## src/rtl/alu_ctrl_pkg.sv

```systemverilog
// Shared constants for alu_ctrl: ALU function codes, RV32I opcode/funct fields, FSM states.
package alu_ctrl_pkg;

    // ALU function codes
    localparam int unsigned ALU_FUNCT_WIDTH = 3;
    localparam logic [ALU_FUNCT_WIDTH-1:0] ALU_FUNCT_ADD = 3'd0;
    localparam logic [ALU_FUNCT_WIDTH-1:0] ALU_FUNCT_SUB = 3'd1;
    localparam logic [ALU_FUNCT_WIDTH-1:0] ALU_FUNCT_XOR = 3'd2;
    localparam logic [ALU_FUNCT_WIDTH-1:0] ALU_FUNCT_OR  = 3'd3;
    localparam logic [ALU_FUNCT_WIDTH-1:0] ALU_FUNCT_AND = 3'd4;

    // RV32I opcodes
    localparam logic [6:0] OPC_OP     = 7'b0110011;
    localparam logic [6:0] OPC_OP_IMM = 7'b0010011;

    // funct3 / funct7 fields
    localparam logic [2:0] F3_ADD_SUB = 3'b000;
    localparam logic [2:0] F3_XOR     = 3'b100;
    localparam logic [2:0] F3_OR      = 3'b110;
    localparam logic [2:0] F3_AND     = 3'b111;
    localparam logic [6:0] F7_BASE    = 7'b0000000;
    localparam logic [6:0] F7_SUB     = 7'b0100000;

    typedef enum logic [1:0] {
        StIdle = 2'd0,
        StExec = 2'd1,
        StDone = 2'd2
    } state_e;

    typedef struct packed {
        logic [ALU_FUNCT_WIDTH-1:0] funct;
        logic                       illegal;
        logic                       use_imm;
    } dec_t;

endpackage

```

## src/rtl/alu.sv

```systemverilog
// Combinational integer ALU: add/sub/xor/or/and with zero, equal and signed-overflow flags.
module alu
    import alu_ctrl_pkg::*;
#(
    parameter int unsigned N = 32
) (
    input  logic [N-1:0]               x,
    input  logic [N-1:0]               y,
    input  logic [ALU_FUNCT_WIDTH-1:0] funct,
    output logic [N-1:0]               z,
    output logic                       zero,
    output logic                       equal,
    output logic                       overflow
);

    logic [N-1:0] sum;
    logic [N-1:0] diff;

    assign sum  = x + y;
    assign diff = x - y;

    // Select result and flag signed overflow for add/sub
    always_comb begin
        z        = '0;
        overflow = 1'b0;
        case (funct)
            ALU_FUNCT_ADD: begin
                z        = sum;
                overflow = (x[N-1] == y[N-1]) && (sum[N-1] != x[N-1]);
            end
            ALU_FUNCT_SUB: begin
                z        = diff;
                overflow = (x[N-1] != y[N-1]) && (diff[N-1] != x[N-1]);
            end
            ALU_FUNCT_XOR: z = x ^ y;
            ALU_FUNCT_OR:  z = x | y;
            ALU_FUNCT_AND: z = x & y;
            default:       z = '0;
        endcase
    end

    assign zero  = (z == '0);
    assign equal = (x == y);

endmodule

```

## src/rtl/alu_ctrl.sv

```systemverilog
// Decode-and-issue controller for the integer ALU (IDLE -> EXEC -> DONE).
// Optional feature: define ALU_CTRL_IMM_EN to also decode OP-IMM (ADDI/XORI/ORI/ANDI).
module alu_ctrl
    import alu_ctrl_pkg::*;
#(
    parameter int unsigned N = 32
) (
    input  logic         clk,
    input  logic         rst_n,
    input  logic         in_valid,
    output logic         in_ready,
    input  logic [31:0]  instr,
    input  logic [N-1:0] rs1_val,
    input  logic [N-1:0] rs2_val,
    output logic         out_valid,
    input  logic         out_ready,
    output logic [N-1:0] result,
    output logic [4:0]   rd,
    output logic         zero,
    output logic         illegal
);

    function automatic dec_t decode(input logic [31:0] ins);
        dec_t d;
        d.funct   = ALU_FUNCT_ADD;
        d.illegal = 1'b1;
        d.use_imm = 1'b0;
        case (ins[6:0])
            OPC_OP: begin
                if (ins[31:25] == F7_BASE) begin
                    d.illegal = 1'b0;
                    case (ins[14:12])
                        F3_ADD_SUB: d.funct = ALU_FUNCT_ADD;
                        F3_XOR:     d.funct = ALU_FUNCT_XOR;
                        F3_OR:      d.funct = ALU_FUNCT_OR;
                        F3_AND:     d.funct = ALU_FUNCT_AND;
                        default:    d.illegal = 1'b1;
                    endcase
                end else if (ins[31:25] == F7_SUB && ins[14:12] == F3_ADD_SUB) begin
                    d.illegal = 1'b0;
                    d.funct   = ALU_FUNCT_SUB;
                end
            end
`ifdef ALU_CTRL_IMM_EN
            OPC_OP_IMM: begin
                d.illegal = 1'b0;
                d.use_imm = 1'b1;
                case (ins[14:12])
                    F3_ADD_SUB: d.funct = ALU_FUNCT_ADD;
                    F3_XOR:     d.funct = ALU_FUNCT_XOR;
                    F3_OR:      d.funct = ALU_FUNCT_OR;
                    F3_AND:     d.funct = ALU_FUNCT_AND;
                    default:    d.illegal = 1'b1;
                endcase
            end
`endif
            default: ;
        endcase
        return d;
    endfunction

    state_e                     state_q, state_d;
    logic [N-1:0]               x_q, x_d, y_q, y_d;
    logic [ALU_FUNCT_WIDTH-1:0] funct_q, funct_d;
    logic [4:0]                 rd_q, rd_d;
    logic                       illegal_q, illegal_d;
    logic [N-1:0]               result_q, result_d;
    logic                       zero_q, zero_d;
    logic                       out_valid_q, out_valid_d;

    logic         ready_int;
    logic         accept;
    dec_t         dec;
    logic [N-1:0] y_sel;
    logic [N-1:0] alu_z;
    logic         alu_zero;
    logic         alu_equal_unused;
    logic         alu_overflow_unused;
    logic         unused_instr;

    // rst_n only gates the port, keeping reset out of the flop data paths
    assign ready_int = (state_q == StIdle) || (state_q == StDone && out_ready);
    assign in_ready  = rst_n && ready_int;
    assign accept    = in_valid && ready_int;
    assign dec       = decode(instr);
    assign unused_instr = ^instr[24:15];

`ifdef ALU_CTRL_IMM_EN
    assign y_sel = dec.use_imm ? {{(N-12){instr[31]}}, instr[31:20]} : rs2_val;
`else
    assign y_sel = rs2_val;
`endif

    alu #(
        .N(N)
    ) u_alu (
        .x        (x_q),
        .y        (y_q),
        .funct    (funct_q),
        .z        (alu_z),
        .zero     (alu_zero),
        .equal    (alu_equal_unused),
        .overflow (alu_overflow_unused)
    );

    // Next-state and registered-output logic
    always_comb begin
        state_d     = state_q;
        x_d         = x_q;
        y_d         = y_q;
        funct_d     = funct_q;
        rd_d        = rd_q;
        illegal_d   = illegal_q;
        result_d    = result_q;
        zero_d      = zero_q;
        out_valid_d = out_valid_q;
        if (accept) begin
            x_d       = rs1_val;
            y_d       = y_sel;
            funct_d   = dec.funct;
            rd_d      = instr[11:7];
            illegal_d = dec.illegal;
        end
        case (state_q)
            StIdle: begin
                if (accept) state_d = StExec;
            end
            StExec: begin
                // Illegal ops still complete, with a forced zero result
                result_d    = illegal_q ? '0 : alu_z;
                zero_d      = illegal_q | alu_zero;
                out_valid_d = 1'b1;
                state_d     = StDone;
            end
            StDone: begin
                if (out_ready) begin
                    out_valid_d = 1'b0;
                    state_d     = accept ? StExec : StIdle;
                end
            end
            default: begin
                out_valid_d = 1'b0;
                state_d     = StIdle;
            end
        endcase
    end

    // State and output registers
    always_ff @(posedge clk or negedge rst_n) begin
        if (!rst_n) begin
            state_q     <= StIdle;
            x_q         <= '0;
            y_q         <= '0;
            funct_q     <= ALU_FUNCT_ADD;
            rd_q        <= '0;
            illegal_q   <= 1'b0;
            result_q    <= '0;
            zero_q      <= 1'b0;
            out_valid_q <= 1'b0;
        end else begin
            state_q     <= state_d;
            x_q         <= x_d;
            y_q         <= y_d;
            funct_q     <= funct_d;
            rd_q        <= rd_d;
            illegal_q   <= illegal_d;
            result_q    <= result_d;
            zero_q      <= zero_d;
            out_valid_q <= out_valid_d;
        end
    end

    assign out_valid = out_valid_q;
    assign result    = result_q;
    assign rd        = rd_q;
    assign zero      = zero_q;
    assign illegal   = illegal_q;

endmodule

```

## config.mk

```make
export PLATFORM = sky130hd
export DESIGN_NAME = alu_ctrl
export DESIGN_NICKNAME = d
export VERILOG_FILES = /design/src/rtl/alu_ctrl_pkg.sv /design/src/rtl/alu.sv /design/src/rtl/alu_ctrl.sv
export SDC_FILE = /design/constraint.sdc
export NUM_CORES = 1
export LEC_CHECK = 0
export BUFFER_PORTS_ARGS = -buffer_cell sky130_fd_sc_hd__buf_2
export CORE_ASPECT_RATIO = 2
export CORE_UTILIZATION = 48
export CTS_CLUSTER_DIAMETER = 50
export CTS_CLUSTER_SIZE = 24
export DETAILED_ROUTE_END_ITERATION = 12
export GPL_TIMING_DRIVEN = 0
export PLACE_DENSITY = 0.75
export SLEW_MARGIN = 25
export SYNTH_ARGS = -nofsm -noshare
export SYNTH_HDL_FRONTEND = slang
export SYNTH_SLANG_ARGS = --single-unit
```

## constraint.sdc

```tcl
create_clock -name clk -period 6.96 [get_ports clk]
set_input_delay 2.088 -clock clk [delete_from_list [all_inputs] [get_ports clk]]
set_output_delay 2.088 -clock clk [all_outputs]
set_load 0.02 [all_outputs]
```

# ---- Word level (Yosys, flattened, before mapping)
# Index checks and enable logic that the tools add are counted.
dict set report totals {
  register_bits 109
  out_inout_bits 41
  in_bits 100
}
dict set report classes {
  n_reduce_logical 13
  n_bitwise 5
  eq_ne 13
  muxes 13
  addsub 2
}
# operator n
set op_table {}
lappend op_table {{one-hot mux 32 bit (5 select lines)} 1}
lappend op_table {{adder 32 bit} 1}
lappend op_table {{bitwise AND 32 bit} 1}
lappend op_table {{zero test 32 bit} 1}
lappend op_table {{two-way mux 32 bit} 1}
lappend op_table {{bitwise OR 32 bit} 1}
lappend op_table {{subtractor 32 bit} 1}
lappend op_table {{bitwise XOR 32 bit} 1}
lappend op_table {{equality test 7 x 6 -> 1 bit, second input constant} 2}
lappend op_table {{equality test 3 bit, second input constant} 4}
lappend op_table {{one-hot mux 3 bit (3 select lines)} 1}
lappend op_table {{two-way mux 4 bit} 2}
lappend op_table {{zero test 7 bit} 1}
lappend op_table {{equality test 3 x 2 -> 1 bit, second input constant} 2}
lappend op_table {{zero test 3 bit} 2}
lappend op_table {{two-way mux 2 bit} 3}
lappend op_table {{one-hot mux 2 bit (3 select lines)} 1}
lappend op_table {{logical AND 1 bit} 4}
lappend op_table {{inequality test 2 bit, second input constant} 2}
lappend op_table {{AND reduction 2 bit} 2}
lappend op_table {{OR reduction 4 bit} 1}
lappend op_table {{equality test 3 x 1 -> 1 bit, second input constant} 1}
lappend op_table {{two-way mux 1 bit} 3}
lappend op_table {{one-hot mux 1 bit (3 select lines)} 1}
lappend op_table {{6 further kinds} 6}

# ---- Logic depth before layout (Yosys ltp)
dict set report logic_depth {
  word_depth 7
  depth_mapped 21
  mapped_depth_nobuf 19
}

# ---- Hierarchy
# Synthesis repeated with hierarchy kept, for this count alone.
dict set report unflattened {
  cells_unflattened 1186
  hier_area_um2 9814.4
}
# mod cells_each instances area_per_inst_um2
set by_module_without_submodules {}
lappend by_module_without_submodules {alu 861 1 5530.3}
lappend by_module_without_submodules {alu_ctrl 325 1 4284.1}

# ---- Least setup slack after synthesis
# Ideal clock, no wire load.
dict set report synth_path {
  path_type {reg-to-reg}
  from {reg funct_q[0]}
  to {reg zero_q, in the netlist zero}
  path_stages_with_launch 21
  required_time_ns 6.868
  setup_slack_ns 2.050
  arrival_time_ns 4.818
  path_cell_list {dfrtp_1 -> buf_2 -> clkbuf_1 -> buf_1 -> clkbuf_1 -> clkbuf_1 -> nand2_1 -> clkbuf_1 -> o21ai_0 -> inv_1 -> ha_1 -> nor2b_4 -> o31a_4 -> o21a_1 -> or3_1 -> a31oi_1 -> nand4_1 -> or4b_1 -> nor4_1 -> nand4_1 -> o31ai_2}
}
dict set report synth_between {
  elab_chain_len 4
}
# item line_no
set synth_lines {}
lappend synth_lines {{start: declaration} alu_ctrl.sv:64} ;# logic [ALU_FUNCT_WIDTH-1:0] funct_q, funct_d;
lappend synth_lines {{start signal: assignment} alu_ctrl.sv:164} ;# funct_q <= funct_d;
lappend synth_lines {{equality test 3 bit (tied with other cells)} alu.sv:26} ;# case (funct)
lappend synth_lines {{one-hot mux 32 bit (5 select lines) *} alu.sv:26}
lappend synth_lines {{zero test 32 bit *} alu.sv:42} ;# assign zero = (z == '0);
lappend synth_lines {{bitwise OR 1 bit *} alu_ctrl.sv:131} ;# zero_d = illegal_q | alu_zero;
lappend synth_lines {{end signal: assignment} alu_ctrl.sv:168} ;# zero_q <= zero_d;
lappend synth_lines {{end: declaration} alu_ctrl.sv:68} ;# logic zero_q, zero_d;
# Every way passes the cells marked *; elsewhere a longest branch is shown, timed or not.
# A chain may end at the register's enable or synchronous reset.

# ---- Worst setup path in the final report
# Same ends and word-level chain as after synthesis.

==> run metrics <==
largest family of logic cells by synthesized area=compound AO/OA/AOI/OAI gates; Peak Freq=160 MHz; Floorplan Core Area=16,800 µm²; synthesized net count=around 1,200; sum of negative setup slack=0 ps; Slew headroom=between 40% and 50%; combinational fraction of design power=54.7%; largest net degree at the start of global routing=66; Max Slew Vio Count=0; per-cell via count in the routed design=6.10; number of I/O port buffers=130; starting density of the core=49.5%; Top-Level Pins=141; cell leakage power=4.67 nW; required time of the critical path=7240 ps; wire length per cell after detailed routing=21.8 µm; die outline width=roughly 95 µm; post-synth design cell area=8340 µm²; portion of total power attributed to the clock network=17.3%; worst ir drop on vdd=~0.16 mV; total internal power=0.00161 W; antenna violations before repair=0; Worst Path Max Fanout=19; most frequent cells in the layout=sky130_fd_sc_hd__nand2_1, sky130_fd_sc_hd__buf_2, sky130_fd_sc_hd__o21ai_0; post-synthesis simple-gate area fraction=16.1%; sequential-to-total area share from yosys stat=32.7%; Row Count=between 60 and 70; mux cell area share after synthesis=0.480%; commonest non-fill, non-tap cell in the layout=sky130_fd_sc_hd__nand2_1; total iterations of the first detailed-routing run=6; TritonCTS Buffers=9; Cells after Synth=991; asr flop ratio synth=100%; Area Overhead vs Synth=14.9%; Sink Count=109; clock period minus worst slack=6260 ps; total wire length after detailed routing=about 30 mm; Post-Route Skew=11.3 ps; number of warnings printed during yosys synthesis=0; clock latency reported for the late side of the worst-skew pair=370 ps; area of the die=roughly 18,000 µm²; Mean Syn Cell Area=8.42 µm²; total routing usage reported by global routing=approximately 34%; unrepaired setup endpoints after global routing=false; Unique masters post-synth=70; switching share of power=a little under half; Worst-Margin Slew=about 820 ps; CTS Root Buffer Type=sky130_fd_sc_hd__clkbuf_16; count of maximum capacitance violations=0; sequential fraction of design power=28.1%; category of the most critical setup path=register to register; CTS HTree Levels=3; height of the die=188 µm; final worst path period share=89.9%; Overflow after GRT=0; setup repair bufs after CTS=0; number of design-rule violations left by the first detailed-router iteration=408; clock transition at the registers of the reported paths=80 ps; global-route wire length before repair=44.2 mm; Main synth FF type=sky130_fd_sc_hd__dfrtp_1; final weighted congestion in routability-driven placement=around 0.98; type of the tightest min-delay check=register to register; number of storage elements in the synthesis netlist=109; total setup violations reported at the end of the flow=0; Detail Route Antenna Nets=0; estimated wirelength of the detail-placed design=23.6 mm; Net Sw Power=0.00140 W; Setup crit start kind=register; Final Hold Fails=0; cell types occupying the most area after synthesis=sky130_fd_sc_hd__dfrtp_1, sky130_fd_sc_hd__ha_1, sky130_fd_sc_hd__o21ai_0; type of element capturing the critical path=register; net total in the final layout=~1,300; post-synthesis compound-gate area fraction=25.7%; arithmetic-cell share of the synthesized area counting full adders, half adders and majority gates=14.6%; cell accounting for the most synthesized area=sky130_fd_sc_hd__dfrtp_1; fraction of final layout cells sized beyond drive strength 1=15.3%; Yosys top cell area share=32.7%; power per cell area=314 nW/µm²; CTS tree=built; overall power after layout=0.00301 W; xor-xnor portion of the synthesized cell area=4.83%; arrival time worst endpoint=roughly 6500 ps; vias in the first global route=8,294; Post-synth EDFFs=0; vias after detailed routing=between 8,000 and 9,000; antenna diode count=0; outcome=finished clean; maximum root-to-sink buffer count=2; DRC violation count after routing=0
## flip-flops by register name, indices dropped and copies added, names as in the netlist
register   flops
out_valid      1
y_q           32
x_q           32
result        32
zero           1
illegal        1
funct_q        3
rd             5
state_q        2
## cell type report
cell class / count / area, µm²
fillers: 1586 / 7270
clock buffers: 9 / 225
multi-input cells: 761 / 5160
well taps: 207 / 259
inverters: 74 / 278
plain buffers: 46 / 183
repair buffers: 131 / 684
flip-flops and latches: 109 / 2730
clock inverters: 7 / 63.8
## power by group through the flow
stage / clock network (W) / logic (W) / registers [W]
after floorplan: 0 / 0.00114 / 0.000829
after global placement: 0 / 0.00159 / 0.000850
after detailed placement: 0 / 0.00162 / 0.000851
after CTS: 0.000525 / 0.00163 / 0.000841
after global routing: 0.000547 / 0.00180 / 0.000854
final: 0.000520 / 0.00165 / 0.000845
## per-stage QoR
stage                     instance area [µm²]  instances  utilization, %  hold WS (ps)  setup slack, ps
after floorplan                          8340        991               -           494             2050
after global placement                   9250       1328            54.9           455              155
after detailed placement                 9290       1329            55.1           457             88.9
after CTS                                9580       1345            56.8           477             36.3
after global routing                     9580       1344            56.9           500              293
final                                    9580       1344            56.9           476              701
## synthesized netlist by cell type, types with 5 or more instances
master / instances
sky130_fd_sc_hd__a31oi_1: 14
sky130_fd_sc_hd__nand3b_1: 6
sky130_fd_sc_hd__a22o_1: 21
sky130_fd_sc_hd__nor2_1: 43
sky130_fd_sc_hd__buf_2: 6
sky130_fd_sc_hd__nand3_1: 11
sky130_fd_sc_hd__ha_1: 96
sky130_fd_sc_hd__and2_1: 6
sky130_fd_sc_hd__dfrtp_1: 109
sky130_fd_sc_hd__o21a_1: 11
sky130_fd_sc_hd__nand4_1: 13
sky130_fd_sc_hd__o221ai_1: 6
sky130_fd_sc_hd__a211oi_1: 12
sky130_fd_sc_hd__o21ai_1: 5
sky130_fd_sc_hd__inv_1: 74
sky130_fd_sc_hd__o21ai_0: 118
sky130_fd_sc_hd__o211ai_1: 5
sky130_fd_sc_hd__clkbuf_1: 35
sky130_fd_sc_hd__nor4_1: 6
sky130_fd_sc_hd__a22oi_1: 13
sky130_fd_sc_hd__nand2b_1: 9
sky130_fd_sc_hd__xnor2_1: 39
sky130_fd_sc_hd__buf_1: 6
sky130_fd_sc_hd__or3_1: 10
sky130_fd_sc_hd__a21oi_1: 43
sky130_fd_sc_hd__nor3_1: 14
sky130_fd_sc_hd__o31ai_1: 13
sky130_fd_sc_hd__xor2_1: 7
sky130_fd_sc_hd__a21o_1: 19
sky130_fd_sc_hd__nand2_1: 149
## worst max-delay path, stage by stage (launching register included)
cell and delay [ps]:
sky130_fd_sc_hd__dfrtp_1 350, sky130_fd_sc_hd__buf_2 220, sky130_fd_sc_hd__clkbuf_1 440, sky130_fd_sc_hd__clkbuf_2 370, sky130_fd_sc_hd__clkbuf_2 440, sky130_fd_sc_hd__nand2_1 200
sky130_fd_sc_hd__clkbuf_1 380, sky130_fd_sc_hd__o21ai_0 440, sky130_fd_sc_hd__inv_1 80, sky130_fd_sc_hd__ha_1 280, sky130_fd_sc_hd__nor2b_4 130, sky130_fd_sc_hd__o31a_4 310
sky130_fd_sc_hd__o21a_1 240, sky130_fd_sc_hd__or3_1 360, sky130_fd_sc_hd__a31oi_1 480, sky130_fd_sc_hd__nand4_1 120, sky130_fd_sc_hd__or4b_1 510, sky130_fd_sc_hd__nor4_1 370
sky130_fd_sc_hd__nand4_1 170, sky130_fd_sc_hd__o31ai_2 260
## what timing repair did
item / CTS / global route
setup endpoints to repair: 0 / 1
hold buffers: 0 / 0
gates resized for setup: 0 / 3
## cells by family (layout without fill, tap and decap cells)
| kind of cell | after synthesis | count (layout) |
|---|---|---|
| AO/OA/AOI/OAI | 325 | 325 |
| adder cells (fa/ha/maj) | 97 | 97 |
| XOR/XNOR | 46 | 46 |
| buffers and inverters | 121 | 267 |
| AND/OR/NAND/NOR | 289 | 289 |
| multiplexers | 4 | 4 |
| flip-flops | 109 | 109 |
## final timing paths
check / startpoint / to / slack [ps] / cells past startpoint
min in group asynchronous: rst_n / rd[3] / 1700 / 1
max in group asynchronous: rst_n / y_q[14] / 4580 / 2
worst min-delay path: rd[2] / rd[2] / 480 / 2
worst max-delay path: funct_q[0] / zero / 700 / 19
worst min register to register: rd[2] / rd[2] / 480 / 2
worst max register to register: funct_q[0] / zero / 700 / 19
## per-layer routing
layer	track usage [%]	vias up	wire, µm
met2	60.7	299	15700
met4	30.7	0	2970
li1	-	3825	-
met3	4.36	156	972
met5	0	-	0
met1	31.2	3924	9600
(Power assumes the default switching activity.)
